==> config.mk <==
export PLATFORM = sky130hd
export DESIGN_NAME = sram_port_arbiter
export DESIGN_NICKNAME = d
export VERILOG_FILES = /design/src/rtl/sram_port_arbiter.sv
export SDC_FILE = /design/constraint.sdc
export NUM_CORES = 1
export LEC_CHECK = 0
export CORE_AREA = 2 2 147 149
export DETAILED_ROUTE_END_ITERATION = 7
export DIE_AREA = 0 0 149 151
export GPL_TIMING_DRIVEN = 1
export PLACE_DENSITY = 0.51
export SETUP_SLACK_MARGIN = 0.4
export SLEW_MARGIN = 20
export SYNTH_ARGS = -nofsm -noshare
export SYNTH_HDL_FRONTEND = slang
export SYNTH_SLANG_ARGS = --single-unit
==> constraint.sdc <==
create_clock -name clk -period 3.3 [get_ports clk]
set_clock_uncertainty 0.05 [all_clocks]
set_input_delay 0.66 -clock clk [delete_from_list [all_inputs] [get_ports clk]]
set_output_delay 0.66 -clock clk [all_outputs]
set_load 0.05 [all_outputs]
==> src/rtl/sram_port_arbiter.sv <==
// Round-robin arbiter sharing one single-port SRAM between NUM_REQ requesters,
// with an optional locked burst of up to MAX_BURST beats per requester.
module sram_port_arbiter #(
  parameter int unsigned NUM_REQ   = 3,
  parameter int unsigned ADDR_W    = 10,
  parameter int unsigned DATA_W    = 32,
  parameter int unsigned MAX_BURST = 8
) (
  input  logic                      clk,
  input  logic                      rst_n,
  input  logic [NUM_REQ-1:0]        req_valid,
  output logic [NUM_REQ-1:0]        req_ready,
  input  logic [NUM_REQ-1:0]        req_we,
  input  logic [NUM_REQ-1:0]        req_last,
  input  logic [NUM_REQ*ADDR_W-1:0] req_addr,
  input  logic [NUM_REQ*DATA_W-1:0] req_wdata,
  input  logic [NUM_REQ*DATA_W-1:0] req_bmask,
  output logic [NUM_REQ-1:0]        rsp_valid,
  output logic [DATA_W-1:0]         rsp_rdata,
  output logic                      sram_men,
  output logic                      sram_wen,
  output logic                      sram_ren,
  output logic [ADDR_W-1:0]         sram_addr,
  output logic [DATA_W-1:0]         sram_din,
  output logic [DATA_W-1:0]         sram_bm,
  input  logic [DATA_W-1:0]         sram_dout
);

  localparam int unsigned PTR_W = $clog2(NUM_REQ);
  localparam int unsigned CNT_W = $clog2(MAX_BURST + 1);

  typedef enum logic {IDLE, LOCKED} state_t;

  state_t             state_q, state_d;
  logic [PTR_W-1:0]   rr_ptr_q, rr_ptr_d;
  logic [PTR_W-1:0]   lock_id_q, lock_id_d;
  logic [CNT_W-1:0]   beat_cnt_q, beat_cnt_d, beat_inc;
  logic [NUM_REQ-1:0] rsp_valid_q, rsp_valid_d;
  logic [PTR_W-1:0]   gnt_id;
  logic               gnt_vld, accept;

  logic [ADDR_W-1:0]  addr_arr  [NUM_REQ];
  logic [DATA_W-1:0]  wdata_arr [NUM_REQ];
  logic [DATA_W-1:0]  bmask_arr [NUM_REQ];

  for (genvar i = 0; i < NUM_REQ; i++) begin : g_unpack
    assign addr_arr[i]  = req_addr[i*ADDR_W +: ADDR_W];
    assign wdata_arr[i] = req_wdata[i*DATA_W +: DATA_W];
    assign bmask_arr[i] = req_bmask[i*DATA_W +: DATA_W];
  end

  function automatic logic [PTR_W-1:0] next_id(input logic [PTR_W-1:0] id);
    return (id == PTR_W'(NUM_REQ - 1)) ? '0 : id + PTR_W'(1);
  endfunction

  // Rotating scan starting at rr_ptr; index folded manually so non-power-of-two NUM_REQ wraps.
  always_comb begin
    int unsigned      sum;
    logic [PTR_W-1:0] idx;
    gnt_vld = 1'b0;
    gnt_id  = '0;
    sum     = 0;
    idx     = '0;
    if (state_q == LOCKED) begin
      gnt_vld = req_valid[lock_id_q];
      gnt_id  = lock_id_q;
    end else begin
      for (int unsigned k = 0; k < NUM_REQ; k++) begin
        sum = 32'(rr_ptr_q) + k;
        if (sum >= NUM_REQ) sum = sum - NUM_REQ;
        idx = PTR_W'(sum);
        if (!gnt_vld && req_valid[idx]) begin
          gnt_vld = 1'b1;
          gnt_id  = idx;
        end
      end
    end
  end

  assign accept = gnt_vld & rst_n;

  always_comb begin
    req_ready = '0;
    sram_men  = 1'b0;
    sram_wen  = 1'b0;
    sram_ren  = 1'b0;
    sram_addr = '0;
    sram_din  = '0;
    sram_bm   = '0;
    if (accept) begin
      req_ready[gnt_id] = 1'b1;
      sram_men  = 1'b1;
      sram_wen  = req_we[gnt_id];
      sram_ren  = ~req_we[gnt_id];
      sram_addr = addr_arr[gnt_id];
      sram_din  = wdata_arr[gnt_id];
      sram_bm   = bmask_arr[gnt_id];
    end
  end

  always_comb begin
    state_d     = state_q;
    rr_ptr_d    = rr_ptr_q;
    lock_id_d   = lock_id_q;
    beat_cnt_d  = beat_cnt_q;
    rsp_valid_d = '0;
    beat_inc    = beat_cnt_q + CNT_W'(1);
    if (accept && !req_we[gnt_id]) rsp_valid_d[gnt_id] = 1'b1;
    case (state_q)
      IDLE: begin
        if (accept) begin
          if (req_last[gnt_id]) begin
            rr_ptr_d = next_id(gnt_id);
          end else begin
            state_d    = LOCKED;
            lock_id_d  = gnt_id;
            beat_cnt_d = CNT_W'(1);
          end
        end
      end
      LOCKED: begin
        if (accept) begin
          beat_cnt_d = beat_inc;
          if (req_last[gnt_id] || beat_inc == CNT_W'(MAX_BURST)) begin
            state_d    = IDLE;
            rr_ptr_d   = next_id(lock_id_q);
            beat_cnt_d = '0;
          end
        end else begin
          state_d    = IDLE;
          rr_ptr_d   = next_id(lock_id_q);
          beat_cnt_d = '0;
        end
      end
      default: state_d = IDLE;
    endcase
  end

  always_ff @(posedge clk or negedge rst_n) begin
    if (!rst_n) begin
      state_q     <= IDLE;
      rr_ptr_q    <= '0;
      lock_id_q   <= '0;
      beat_cnt_q  <= '0;
      rsp_valid_q <= '0;
    end else begin
      state_q     <= state_d;
      rr_ptr_q    <= rr_ptr_d;
      lock_id_q   <= lock_id_d;
      beat_cnt_q  <= beat_cnt_d;
      rsp_valid_q <= rsp_valid_d;
    end
  end

  assign rsp_valid = rsp_valid_q;
  assign rsp_rdata = sram_dout;

endmodule

# ---- Yosys cells after proc, flatten, opt, wreduce, memory -nomap -nowiden
# Index checks and enable logic that the tools add are counted.
dict set report classes {
  muxes 64
  bitwise_logic 5
  n_reduce_logical 11
  n_eq_ne 7
  n_lt_le_gt_ge 10
  add_sub_neg 8
}
# operator count
set op_table {}
lappend op_table {{two-way mux 32 bit} 6}
lappend op_table {{binary-select mux 32 bit (select 2 bit)} 2}
lappend op_table {{two-way mux 2 bit} 16}
lappend op_table {{two-way mux 10 bit} 3}
lappend op_table {{binary-select mux 10 bit (select 2 bit)} 1}
lappend op_table {{two-way mux 1 bit} 20}
lappend op_table {{two-way mux 4 bit} 4}
lappend op_table {{less-than comparator 2 x 3 -> 1 bit, second input constant} 5}
lappend op_table {{binary-select mux 1 bit (select 2 bit)} 6}
lappend op_table {{case mux 4 bit (2 select lines)} 1}
lappend op_table {{greater-or-equal comparator 3 x 2 -> 1 bit, second input constant} 2}
lappend op_table {{two-way mux 3 bit} 2}
lappend op_table {{inequality test 2 bit, second input constant} 3}
lappend op_table {{AND reduction 3 bit} 2}
lappend op_table {{subtractor 2 bit, second input constant} 3}
lappend op_table {{adder 2 x 1 -> 2 bit, second input constant} 2}
lappend op_table {{adder 4 x 1 -> 4 bit, second input constant} 1}
lappend op_table {{equality test 2 bit, second input constant} 2}
lappend op_table {{equality test 4 bit, second input constant} 1}
lappend op_table {{logical AND 1 bit} 4}
lappend op_table {{case mux 2 bit (2 select lines)} 1}
lappend op_table {{adder 2 x 1 -> 3 bit, second input constant} 1}
lappend op_table {{adder 2 x 2 -> 3 bit, second input constant} 1}
lappend op_table {{greater-or-equal comparator 3 bit, second input constant} 1}
lappend op_table {{11 further kinds} 15}
dict set report word_totals {
  register_bits 12
  out_inout_bits 115
  wordCells 110
  inputBits 265
}

# ---- Logic depth before layout (Yosys ltp)
# Gate-level depths: netlist of the first run.
dict set report depth {
  word_depth 21
  depth_mapped 11
  depth_no_buf 9
}

# ---- Worst setup path before layout of the first run
# No wires, ideal clock.
dict set report synth_timing {
  kind {flip-flop to output port}
  start {register rr_ptr_q[1]}
  end {output port sram_din[10]}
  n_path_buf 3
  path_slack_ps -458
  arrival_time_ps 3048
  path_stages_with_launch 11
  t_required_ps 2590
  cell_sequence {dfrtp_1 > ha_1 > buf_2 > and3b_1 > o21ai_1 > o211ai_2 > nand2_2 > buf_8 > buf_8 > mux2i_1 > a211oi_1}
}
dict set report synth_between {
  elab_chain_len 20
  word_cells_on_any_way 40
  classes_between {5 x add/sub; 3 x order compare; 26 x mux; 2 x bitwise; 4 x reduce/logical}
}
# item line
set synth_lines {}
lappend synth_lines {{start: declaration} 35} ;# logic [PTR_W-1:0] rr_ptr_q, rr_ptr_d;
lappend synth_lines {{start signal: assignment} 148} ;# rr_ptr_q <= rr_ptr_d;
lappend synth_lines {{parallel branches: the longest is 19 deep, another holds adder 2 x 1 -> 3 bit} --}
lappend synth_lines {{two-way mux 32 bit (*)} 90} ;# if (accept) begin
lappend synth_lines {{end: declaration} 24} ;# output logic [DATA_W-1:0] sram_din,
# Every way passes the cells marked *. The select of a mux whose other input is x is not followed.

# ---- Final worst setup path of the first run
dict set report layout_timing {
  start {register rr_ptr_q[0]}
  end {output port sram_bm[11]}
}
dict set report layout_between {
  elab_chain_len 20
  word_cells_on_any_way 40
  classes_between {5 x add/sub; 3 x order compare; 26 x mux; 2 x bitwise; 4 x reduce/logical}
}
# item line
set layout_lines {}
lappend layout_lines {{parallel branches: the longest is 19 deep, another holds adder 2 x 1 -> 3 bit} --}
lappend layout_lines {{two-way mux 32 bit (*)} 90}
lappend layout_lines {{end: declaration} 25} ;# output logic [DATA_W-1:0] sram_bm,
# Marked as above.

==> reports/results.ini, run 1 <==
[synthesis]
synth-main-ff-cell = dfrtp_1
synth_top_area_share_pct = 25.9
ys_top_cells_by_area = mux2i_1 26%, a211oi_1 18%, nor2_1 10%, dfrtp_1 9.7%, buf_4 8.5%
synth_seq_cells = 12
syn_area_um2 = 3090
synth_fp_nets = 675
seq_area_frac_synth_pct = 9.72
synth_most_common_cell = nor2_1
syn-instance-count = 405
synth_top_area_cell = mux2i_1
yosys_warnings = 0
avgSynthCellArea_um2 = 7.63
synthTopCellsByCount = 85 x nor2_1, 80 x mux2i_1, 75 x a211oi_1, 35 x buf_4, 19 x buf_2
synth_edf_count = 0
async_flop_share_pct = 100
synth.distinct_cells = 51

[clocking]
clk_pin_slew_ns = 0.05
holdBufCountCts = 0
root_buffer = clkbuf_16
cts_buffer_depth = 2
cts_sinks = 12
cts_tree = done
clock_latency_ns = 0.24
cts_buffers = 3
htree_levels = 1

[grt]
grt_pass1_wl_um = 26100
grt_use_met2_pct = 28.3
top_usage_layer = met2
grt_antenna_before_repair = 0
grt_overflow = 0
use_met1_pct = 17.3
grt_usage_pct = 15.0
grt_pass1_vias = 4546
grt_max_degree = 24
grt.met3_usage_pct = 3.25

[timing]
rsz0062_at_grt = yes
slew_viol_final = 0
setup_viol = 32
tightestPinTransition_ns = 0.568
final.setup.worst_slack_ns = -0.0384
fmax_mhz = 300
post-route-period-util_pct = 101
slew_headroom_pct = 62.0
hold_viol = 0
fin_setup_tns_ns = -0.530
period_minus_slack_ns = 3.34

[final_layout]
areaGrowthSynthToFinish_pct = 190
diodes = 0
final_area_um2 = 8960
finish.net_count = 1021
drive_gt1_share_pct = 44.8

[hold_path]
hold_class = reg -> reg
holdPathStages = 2

[setup_path]
critPathKind = reg -> out
critical_path_arrival_ns = 2.63
crit_required_ns = 2.59
cp-end-kind = output port
r2r_cells = 11
path_max_fanout = 13
crit_path_start_kind = flip-flop

[placement]
io_buffers = 315
gp_congestion = 0.825
postPlaceCellArea_um2 = 8250
dp_hpwl_um = 15100
place_ws_ns = -0.420

[detailed_routing]
avgViaCountPerCell = 4.28
wl_um = 18600
firstDrtPassIters = 4
vias = 4385
drc = 0
drt_iter0_markers = 116
drtAntennaViolNets = 0
wl_per_cell_um = 18.1

[run_status]
status = finished with violations
violations = negative setup slack

[power]
vdd_drop_max_mv = 0.685
fin_total_pwr_uw = 11500
p_leak_uw = 0.00344
power.density_nw_per_um2 = 1280

[floorplan]
ios = 380
die-area_um2 = 22500
core_area_um2 = 20800
die_w_um = 149
rows = 53
die_height_um = 151
initial_utilization_pct = 14.8

[job]
cap_violations = 0

==> through the flow <==
step	instances	utilization [%]	hold WS, ns
after floorplan	405	-	0.314
after global placement	989	39.6	0.496
after CTS	1019	42.4	0.524
after global routing	1025	43.0	0.545
final	1025	43.0	0.528
after detailed placement	989	39.6	0.518
==> critical path: stages (launching register included) <==
cell and delay (ns):
dfrtp_1 0.36, inv_2 0.06, buf_4 0.14, ha_2 0.18, and3b_1 0.23, o21ai_1 0.08, o211ai_2 0.24, nand2_4 0.11
buf_12 0.16, buf_12 0.16, mux2i_2 0.17, a211oi_4 0.30, buf_12 0.18
==> area by class of cell <==
| type | instances | area, um^2 |
|---|---|---|
| fillers | 1973 | 11900 |
| repair buffers | 412 | 4990 |
| multi-input cells | 316 | 3220 |
| well taps | 275 | 344 |
| flip-flops and latches | 12 | 302 |
| clock buffers | 4 | 88.8 |
| inverters | 6 | 22.5 |
==> metal layers <==
layer  up-vias  wire [um]
met5         -          0
li1       2118          -
met2       224       9590
met1      2025       7020
met4         0        372
met3        18       1610
==> placed cells by master, fill, tap and decap left out, types with 4 or more instances in the layout <==
master           count
buf_12              98
clkbuf_16            4
nor2_1              75
o21ai_0              4
buf_6               13
dfrtp_1             11
nor2_2               8
nand3_1              4
clkdlybuf4s50_1    232
mux2i_1             41
buf_4               64
mux2i_2             37
a211oi_2            38
a211oi_4            36
nand2_1              7
==> report_power, final <==
group          switching, uW  internal, uW
combinational           5680          5300
sequential              73.3           203
clock                   65.5           183
==> path summary, 6_finish.rpt <==
check                      slack (ns)     startpoint             to
max                             -0.04    rr_ptr_q[0]    sram_bm[11]
min                              0.53  beat_cnt_q[3]  beat_cnt_q[3]
max reg2reg                      0.66    rr_ptr_q[1]    rr_ptr_q[1]
min reg2reg                      0.53  beat_cnt_q[3]  beat_cnt_q[3]
max in group asynchronous        2.30          rst_n    rr_ptr_q[1]
min in group asynchronous        0.72          rst_n   lock_id_q[0]
==> kinds of logic after synthesis <==
group	Yosys count	share of synthesized area, %
buf+inv	78	17.5
fa+ha+maj	5	2.02
mux	81	26.4
flops	12	9.72
simple gates	116	15.9
xor+xnor	2	0.567
compound gates	111	27.9
==> state kept, by name (all words and copies together) (netlist names) <==
register	cells
rsp_valid	3
lock_id_q	2
state_q	1
rr_ptr_q	2
beat_cnt_q	4
==> repair_timing <==
action / in CTS / in global routing
setup buffers: 25 / 5
endpoints found under the setup margin: 80 / 80
pin swaps: 72 / 37
gates resized for setup: 70 / 25
gates cloned: 1 / 1
No activity file was read; power rests on OpenSTA's default activity.
==> inputs of run 2 (changes only) <==
--- a/config.mk
+++ b/config.mk
@@ -6,11 +6,13 @@
 export NUM_CORES = 1
 export LEC_CHECK = 0
 export CORE_AREA = 2 2 147 149
+export CTS_CLUSTER_SIZE = 16
 export DETAILED_ROUTE_END_ITERATION = 7
 export DIE_AREA = 0 0 149 151
 export GPL_TIMING_DRIVEN = 1
 export PLACE_DENSITY = 0.51
 export SETUP_SLACK_MARGIN = 0.4
+export SKIP_CTS_REPAIR_TIMING = 1
 export SLEW_MARGIN = 20
 export SYNTH_ARGS = -nofsm -noshare
 export SYNTH_HDL_FRONTEND = slang
==> run 2 against run 1 <==
The flow still finishes with violations (negative setup slack). Clock power is essentially flat. Worst hold slack lost 0.0075 ns. Critical path type unchanged. Sequential power is essentially flat. Maximum frequency shrank 1.3%. Non-clock buffer count shrank 1. Flip-flop and latch count is the same. Core utilization is essentially flat. Cell area is essentially flat. Setup slack lost 0.045 ns. Critical endpoint is now sram_din[28]. Count of clock-buffer cells in the layout is the same. Largest power group unchanged.
==> reports/results.ini, run 2 (synthesis gave the netlist of run 1 again) <==
[clocking]
cts_tree = done
cts_buffers = 3  ; unchanged
htree_levels = 1  ; unchanged
clock_latency_ns = 0.24  ; about the same
clk_pin_slew_ns = 0.05  ; about the same
cts_sinks = 12  ; unchanged
cts_buffer_depth = 2  ; unchanged
root_buffer = clkbuf_16

[floorplan]
die-area_um2 = 22500  ; unchanged
die_w_um = 149  ; unchanged
rows = 53  ; unchanged
initial_utilization_pct = 14.8  ; unchanged
die_height_um = 151  ; unchanged
core_area_um2 = 20800  ; unchanged
ios = 380  ; unchanged

[power]
power.density_nw_per_um2 = 1280  ; -0.61%
p_leak_uw = 0.00352  ; +2.4%
clkPwrFrac_pct = 2.2  ; about the same
seq_power_share_pct = 2.4  ; about the same
vdd_drop_max_mv = 0.626  ; -8.5%
fin_total_pwr_uw = 11400  ; -0.71%
internal_power_uw = 5600  ; -1.6%
p_comb_share_pct = 95.4  ; about the same
swShare_pct = 51.0  ; +0.46 points
power_switching_uw = 5830  ; +0.19%

[grt]
grt_pass1_vias = 4345  ; -4.4%
grt_antenna_before_repair = 0  ; unchanged
grt_max_degree = 24  ; unchanged
grt_overflow = 0  ; unchanged
grt_usage_pct = 14.1  ; -0.83 points
grt_pass1_wl_um = 24700  ; -5.1%

[placement]
place_ws_ns = -0.420  ; unchanged
io_buffers = 315  ; unchanged
gp_congestion = 0.825  ; unchanged
dp_hpwl_um = 15100  ; unchanged

[detailed_routing]
firstDrtPassIters = 4  ; unchanged
wl_um = 19100  ; +2.6%
drc = 0  ; unchanged
avgViaCountPerCell = 4.31  ; +0.81%
drtAntennaViolNets = 0  ; unchanged
drt_iter0_markers = 118  ; +1.7%
wl_per_cell_um = 18.6  ; +2.7%
vias = 4416  ; +0.71%

[final_layout]
utilization_pct = 43.0  ; about the same
drive_gt1_share_pct = 43.1  ; -1.7 points
areaGrowthSynthToFinish_pct = 190  ; about the same
mostFrequentLayoutCells = 232 x clkdlybuf4s50_1, 94 x buf_12, 71 x nor2_1, 64 x buf_4, 58 x mux2i_1
finish.net_count = 1020  ; -0.098%
layout_commonest_cell = clkdlybuf4s50_1
diodes = 0  ; unchanged
top_register = beat_cnt_q
largest_reg_flops = 4  ; unchanged

[timing]
tightestPinTransition_ns = 0.567  ; -0.00121 ns
rsz0062_at_grt = yes
period_minus_slack_ns = 3.38  ; +0.0454 ns
final.setup.worst_slack_ns = -0.0838  ; -0.0454 ns
post-route-period-util_pct = 103  ; +1.4 points
fmax_mhz = 296  ; -1.3%
slew_viol_final = 0  ; unchanged
slew_headroom_pct = 62.1  ; +0.081 points
hold_viol = 0  ; unchanged
setup_viol = 67  ; +110%

[setup_path]
critPathKind = reg -> out
crit_required_ns = 2.59  ; about the same
crit_path_start_kind = flip-flop
critical_path_arrival_ns = 2.67  ; +0.04 ns
path_max_fanout = 13  ; unchanged
cp-end-kind = output port

[run_status]
violations = negative setup slack
status = finished with violations

[job]
cap_violations = 0  ; unchanged

[hold_path]
hold_class = reg -> reg

==> run 2: path summary, 6_finish.rpt <==
| kind | startpoint | to | slack [ns] | cells past startpoint |
|---|---|---|---|---|
| setup / recovery | rr_ptr_q[0] | sram_din[28] | -0.08 | 12 |
| hold / removal | beat_cnt_q[3] | beat_cnt_q[3] | 0.52 | 2 |
| setup reg to reg | rr_ptr_q[0] | rr_ptr_q[1] | 0.51 | 14 |
| hold reg to reg | beat_cnt_q[3] | beat_cnt_q[3] | 0.52 | 2 |
| max in group asynchronous | rst_n | rr_ptr_q[1] | 2.30 | 2 |
| min in group asynchronous | rst_n | lock_id_q[0] | 0.72 | 2 |
==> run 2: power by group through the flow <==
stage	clock (uW)	sequential [uW]	combinational, uW
2_1_floorplan	0	282	5810
3_3_place_gp	0	266	9870
3_5_place_dp	0	270	9950
4_1_cts	253	269	9990
5_1_grt	259	284	11400
6_report	249	278	10900
==> run 2: layout make-up <==
| type | count | area, um^2 |
|---|---|---|
| inverters | 6 | 25.0 |
| flip-flops and latches | 12 | 302 |
| clock buffers | 4 | 88.8 |
| well taps | 275 | 344 |
| multi-input cells | 316 | 3190 |
| repair buffers | 411 | 5010 |
| fillers | 1952 | 11900 |
==> run 2: metal layers <==
metal  GRT usage [%]  vias up  share of wire [%]
met5               0        -                  0
met4            2.19        0                1.3
li1                -     2122                  -
met2            26.7      221                 52
met3            3.25       14                7.8
met1            16.5     2059                 39
==> run 2: through the flow <==
stage / cell area (um^2) / setup TNS (ns) / instances / hold slack (ns)
finish: 8950 / -3.00 / 1024 / 0.521
CTS: 8330 / -24.60 / 993 / 0.524
global route: 8950 / -9.80 / 1024 / 0.545
global placement: 8250 / -21.44 / 989 / 0.496
floorplan: 3820 / 0 / 405 / 0.314
detailed placement: 8250 / -24.11 / 989 / 0.518
==> run 2: critical path, stage by stage, from the launching register on <==
cell and delay (ns):
dfrtp_1 0.38, inv_2 0.07, buf_4 0.15, ha_4 0.15
and3b_1 0.26, o21ai_2 0.07, o211ai_2 0.23, nand2_4 0.13
buf_12 0.19, buf_4 0.15, mux2i_1 0.15, a211oi_2 0.31
buf_12 0.18
